<file path="src/rtl/demux_sched_pkg.sv">
// Shared types and helpers for the 1-to-4 demux dispatch scheduler.
// The round-robin pick searches forward from the last granted channel.
package demux_sched_pkg;

   localparam int NCH = 4;

   typedef enum logic {
      IDLE = 1'b0,
      HOLD = 1'b1
   } state_t;

   localparam logic MODE_DEST = 1'b0;
   localparam logic MODE_RR   = 1'b1;

   // Walk ptr+4 down to ptr+1 so the nearest ready channel is the one kept.
   function automatic logic [1:0] rr_pick_f(input logic [1:0] ptr,
                                            input logic [NCH-1:0] rdy);
      logic [1:0] pick;
      logic [1:0] cand;
      pick = ptr + 2'd1;
      for (int i = NCH; i >= 1; i--) begin
         cand = ptr + 2'(i);
         if (rdy[cand]) pick = cand;
      end
      return pick;
   endfunction

endpackage

</file>
<file path="src/rtl/demux_onehot_1x4.sv">
// One-hot channel valid decode, built as a two-level tree of 1x2 demuxes
// so it matches the structure of the existing demux datapath.
module demux_onehot_1x4
   import demux_sched_pkg::*;
(
   input  logic           valid_i,
   input  logic [1:0]     sel_i,
   output logic [NCH-1:0] out_valid_o
);

   logic [1:0] lvl1;

   assign lvl1[0] = valid_i & ~sel_i[1];
   assign lvl1[1] = valid_i &  sel_i[1];

   assign out_valid_o[0] = lvl1[0] & ~sel_i[0];
   assign out_valid_o[1] = lvl1[0] &  sel_i[0];
   assign out_valid_o[2] = lvl1[1] & ~sel_i[0];
   assign out_valid_o[3] = lvl1[1] &  sel_i[0];

endmodule

</file>
<file path="src/rtl/demux_dispatch_sched.sv">
// Sequencing controller for the 1-to-4 demux: one-word buffer, tag or round-robin
// channel choice, and timeout drop of a word whose channel stalls too long.
module demux_dispatch_sched
   import demux_sched_pkg::*;
#(
   parameter int DW      = 8,
   parameter int TIMEOUT = 16,
   parameter int CW      = 8
) (
   input  logic           clk,
   input  logic           rst,
   input  logic           mode,
   input  logic           in_valid,
   output logic           in_ready,
   input  logic [DW-1:0]  in_data,
   input  logic [1:0]     in_dest,
   output logic [NCH-1:0] out_valid,
   input  logic [NCH-1:0] out_ready,
   output logic [DW-1:0]  out_data,
   output logic           drop,
   output logic [CW-1:0]  drop_cnt
);

   localparam int            SW         = (TIMEOUT > 1) ? $clog2(TIMEOUT) : 1;
   localparam logic [SW-1:0] STALL_LAST = SW'(TIMEOUT - 1);
   localparam bit            TO_EN      = (TIMEOUT != 0);

   state_t        state_q, state_d;
   logic [DW-1:0] buf_q, buf_d;
   logic [1:0]    sel_q, sel_d;
   logic [1:0]    rr_ptr_q, rr_ptr_d;
   logic [SW-1:0] stall_q, stall_d;
   logic [CW-1:0] drop_cnt_q, drop_cnt_d;

   logic       hold;
   logic       fire;
   logic       timeout_hit;
   logic       accept;
   logic [1:0] rr_pick;

   assign hold        = (state_q == HOLD);
   assign fire        = hold & out_ready[sel_q];
   assign timeout_hit = TO_EN && hold && !fire && (stall_q == STALL_LAST);
   assign accept      = in_valid & in_ready;
   assign rr_pick     = rr_pick_f(rr_ptr_q, out_ready);

   always_ff @(posedge clk or posedge rst) begin
      if (rst) state_q <= IDLE;
      else     state_q <= state_d;
   end

   always_comb begin
      state_d = state_q;
      unique case (state_q)
         IDLE: if (accept) state_d = HOLD;
         HOLD: begin
            if (accept)                   state_d = HOLD;
            else if (fire || timeout_hit) state_d = IDLE;
         end
         default: state_d = IDLE;
      endcase
   end

   // in_ready is also held low during reset so nothing is taken while rst=1.
   always_comb begin
      in_ready = !rst && (!hold || fire);
      drop     = timeout_hit;
   end

   demux_onehot_1x4 u_onehot (
      .valid_i     (hold),
      .sel_i       (sel_q),
      .out_valid_o (out_valid)
   );

   assign out_data = buf_q;
   assign drop_cnt = drop_cnt_q;

   always_comb begin
      buf_d      = buf_q;
      sel_d      = sel_q;
      rr_ptr_d   = rr_ptr_q;
      stall_d    = stall_q;
      drop_cnt_d = drop_cnt_q;
      if (accept) begin
         buf_d = in_data;
         if (mode == MODE_RR) begin
            sel_d    = rr_pick;
            rr_ptr_d = rr_pick;
         end else begin
            sel_d = in_dest;
         end
      end
      if (accept || fire || !hold || timeout_hit) stall_d = '0;
      else if (TO_EN)                             stall_d = stall_q + 1'b1;
      if (timeout_hit && (drop_cnt_q != {CW{1'b1}}))
         drop_cnt_d = drop_cnt_q + 1'b1;
   end

   always_ff @(posedge clk or posedge rst) begin
      if (rst) begin
         buf_q      <= '0;
         sel_q      <= '0;
         rr_ptr_q   <= 2'd3;
         stall_q    <= '0;
         drop_cnt_q <= '0;
      end else begin
         buf_q      <= buf_d;
         sel_q      <= sel_d;
         rr_ptr_q   <= rr_ptr_d;
         stall_q    <= stall_d;
         drop_cnt_q <= drop_cnt_d;
      end
   end

endmodule

</file>
<file path="config.mk">
export PLATFORM = sky130hd
export DESIGN_NAME = demux_dispatch_sched
export DESIGN_NICKNAME = d
export VERILOG_FILES = /design/src/rtl/demux_sched_pkg.sv /design/src/rtl/demux_onehot_1x4.sv /design/src/rtl/demux_dispatch_sched.sv
export SDC_FILE = /design/constraint.sdc
export NUM_CORES = 1
export LEC_CHECK = 0
export ABC_AREA = 1
export CORE_UTILIZATION = 40
export CTS_BUF_LIST = sky130_fd_sc_hd__clkbuf_8
export DETAILED_ROUTE_END_ITERATION = 16
export PLACE_DENSITY = 0.8
export SETUP_SLACK_MARGIN = 0.4
export SLEW_MARGIN = 20
export SYNTH_ARGS = -nofsm -noshare
export SYNTH_HDL_FRONTEND = slang
export SYNTH_SLANG_ARGS = --single-unit
</file>
<file path="constraint.sdc">
create_clock -name clk -period 2.6 [get_ports clk]
set_input_delay 0.39 -clock clk [delete_from_list [all_inputs] [get_ports clk]]
set_output_delay 0.39 -clock clk [all_outputs]
set_load 0.1 [all_outputs]
</file>
==> flow_metrics.py <==
metrics = {
    "yosys": {
        "syn_area_sq_um": 1370,
        "yosysTopAreaCell": "dfrtp_1",
        "ys_ff_latch": 25,
        "synth_edf_count": 0,
        "ys.flop_type": "dfrtp_1",
        "synth_common_cells": "71 x nand2_1, 23 x dfrtp_1, 21 x inv_1",
        "synthCells": 182,
        "synth_top_area_share_pct": 42.1,
        "syn-num-nets": 202,
        "synth_cell_types": 23,
        "seq_area_frac_synth_pct": 45.9,
        "ys.warnings.count": 0,
        "postSynth.asyncResetShare_pct": 100,
        "synthTopCellsByArea": "dfrtp_1 42%, nand2_1 19%, nand3_1 7.0%",
        "synth_area_per_cell_sq_um": 7.51,
        "synth.most_common_cell": "nand2_1",
    },
    "timing": {
        "rsz0062_at_grt": "no",
        "relSlewSlack_pct": 73.0,
        "finalCritPeriodShare_pct": 78.7,
        "fmax_mhz": 489,
        "final_hold_viol_count": 0,
        "setup_viol_count_final": 0,
        "worstMarginPinSlew_ps": 400,
        "tns_ps": 0,
        "clock_skew_ps": 2.96,
        "maxSlewViolCount": 0,
        "min_period_ps": 2040,
    },
    "setup_path": {
        "cp_data_arrival_time_ps": 1650,
        "cp.required_ps": 2210,
        "critPathCaptureType": "output port",
        "critPathKind": "in -> out",
        "start_kind": "input port",
        "crit_fanout": 8,
    },
    "finish": {
        "layout.area.seq_sq_um": 628,
        "fin_cells": 269,
        "drive_above_1_share_pct": 16.0,
        "num_antenna_cells": 0,
        "area_growth_pct": 34.3,
        "multiInputGateArea_sq_um": 647,
        "fillers": 316,
        "utilization_pct": 58.3,
        "finalNetCount": 246,
    },
    "power": {
        "p_total_mw": 1.99,
        "cellPowerDensity_nw_per_um2": 1080,
        "seq_power_share_pct": 29.5,
        "power.leakage_nw": 0.969,
        "sw_frac_of_total_pct": 55.1,
        "ir_drop_mv": 0.546,
        "clkPwrFrac_pct": 11.6,
        "internal_power_uw": 894,
        "comb_power_share_pct": 58.9,
        "switchingPower_mw": 1.10,
    },
    "floorplan": {
        "die_area_sq_um": 3660,
        "chipHeight_um": 60.5,
        "die_x_um": 60.5,
        "row_count": 20,
        "start_util_pct": 43.4,
        "core_region_area_sq_um": 3150,
        "ios": 40,
    },
    "routing": {
        "remaining_drc_errors": 0,
        "drt_iter0_drc": 38,
        "postRouteAntennaNets": 0,
        "routed_wl_mm": 2.82,
        "wire_per_inst_um": 10.5,
        "vias": 1241,
        "routed_via_density": 4.61,
        "dr.pass1.iters": 4,
    },
    "clock_network": {
        "htreeDepth": 1,
        "clk_pin_slew_ps": 80,
        "cts_buffers": 3,
        "insertion_delay_ps": 270,
        "root_buffer": "clkbuf_8",
        "clock_sinks": 25,
        "ctsResizeCount": 0,
        "cts_tree": "built",
        "hold_buffers": 0,
        "cts_buffer_depth": 2,
        "postCtsSetupBuffers": 0,
    },
    "global_routing": {
        "grt_usage_pct": 17.2,
        "antenna_found_initial": 0,
        "overflow": 0,
        "grt_pass1_vias": 1100,
        "grt_max_degree": 26,
        "grt_pass1_wl_mm": 4.71,
    },
    "placed_design": {
        "place_congestion": 0.849,
        "place_inst": 265,
        "portBuffers": 39,
        "hpwl_mm": 2.22,
    },
    "job": {
        "drv_cap": 0,
    },
    "min_path": {
        "hp-class": "reg -> reg",
    },
    "run_status": {
        "status": "completed",
    },
}
[kinds of logic after synthesis]
logic type | count (synthesis) | synth area share [%]
AOI/OAI and AO/OA | 12 | 6.04
and+or+nand+nor | 111 | 34.1
DFF | 25 | 45.9
adders and majority gates | 2 | 1.83
xor gates and xnor gates | 8 | 5.12
buffers and inverters | 24 | 6.95
[state kept, by name (all words and copies together) (netlist names)]
| name | flops |
|---|---|
| drop_cnt | 8 |
| out_data | 8 |
| stall_q | 4 |
| rr_ptr_q | 2 |
| sel_q | 2 |
| hold | 1 |
[per-layer routing]
| layer | vias to the layer above | track usage [%] | routed length, um | share of wire (%) |
|---|---|---|---|---|
| li1 | 653 | - | - | - |
| met5 | - | 0 | 0 | 0 |
| met4 | 0 | 1.95 | 10 | 0.35 |
| met3 | 2 | 4.48 | 115 | 4.1 |
| met2 | 22 | 30.3 | 1420 | 50 |
| met1 | 564 | 21.9 | 1270 | 45 |
[cells in the final DEF (no fill, tap or decap)]
cell type | synthesis | routed
xor2_1 | 3 | 3
dfrtp_1 | 23 | 23
buf_4 | 1 | 22
nor3_1 | 1 | 1
dfstp_2 | 2 | 2
o211ai_2 | 1 | 1
clkbuf_8 | 0 | 3
buf_12 | 0 | 2
nand2_1 | 71 | 71
nand2_4 | 1 | 1
nand4_2 | 1 | 1
clkdlybuf4s50_1 | 0 | 17
o21ai_2 | 1 | 1
xnor2_1 | 5 | 5
ha_1 | 2 | 2
a21oi_4 | 1 | 1
o21ai_1 | 1 | 1
clkinv_1 | 1 | 1
inv_1 | 21 | 21
o21ai_0 | 5 | 5
clkinvlp_4 | 0 | 1
nor2_1 | 15 | 14
nand3_1 | 19 | 19
nor2_2 | 0 | 1
nand3b_1 | 1 | 1
nand4_1 | 2 | 2
a21oi_1 | 3 | 3
[area by class of cell]
class | instances | area share (%)
Inverter | 22 | 4.50
Sequential cell | 25 | 34.2
Clock buffer | 3 | 2.25
Clock inverter | 1 | 0.409
Timing Repair Buffer | 41 | 20.4
Multi-Input combinational cell | 133 | 35.2
Tap cell | 44 | 3.00
[power by group through the flow]
stage	registers (mW)	clock network, mW	logic, mW
global route	0.606	0.254	1.26
detailed placement	0.597	0	1.18
global placement	0.591	0	1.17
floorplan	0.961	0	0.560
finish	0.588	0.230	1.17
CTS	0.589	0.240	1.18
[critical path: stages]
cell and delay (ps):
clkdlybuf4s50_1 430, a21oi_1 170, o21ai_2 120, a21oi_4 320, buf_12 220
[worst paths after layout]
kind                              start          end  slack [ps]  cells past startpoint
hold / removal               stall_q[0]   stall_q[0]         470                      1
max in group asynchronous           rst  rr_ptr_q[1]        1760                      3
setup reg to reg            drop_cnt[0]  drop_cnt[6]        1010                      8
setup / recovery           out_ready[3]         drop         560                      5
min in group asynchronous           rst     sel_q[0]         550                      3
hold reg to reg              stall_q[0]   stall_q[0]         470                      1
[through the flow]
| step | area (sq um) | worst slack [ps] | hold slack (ps) |
|---|---|---|---|
| after floorplan | 1370 | 368 | 432 |
| after global placement | 1790 | 579 | 452 |
| after detailed placement | 1790 | 551 | 468 |
| after CTS | 1840 | 549 | 480 |
| after global routing | 1840 | 474 | 491 |
| final | 1840 | 555 | 474 |
No activity file was read; power rests on OpenSTA's default activity.
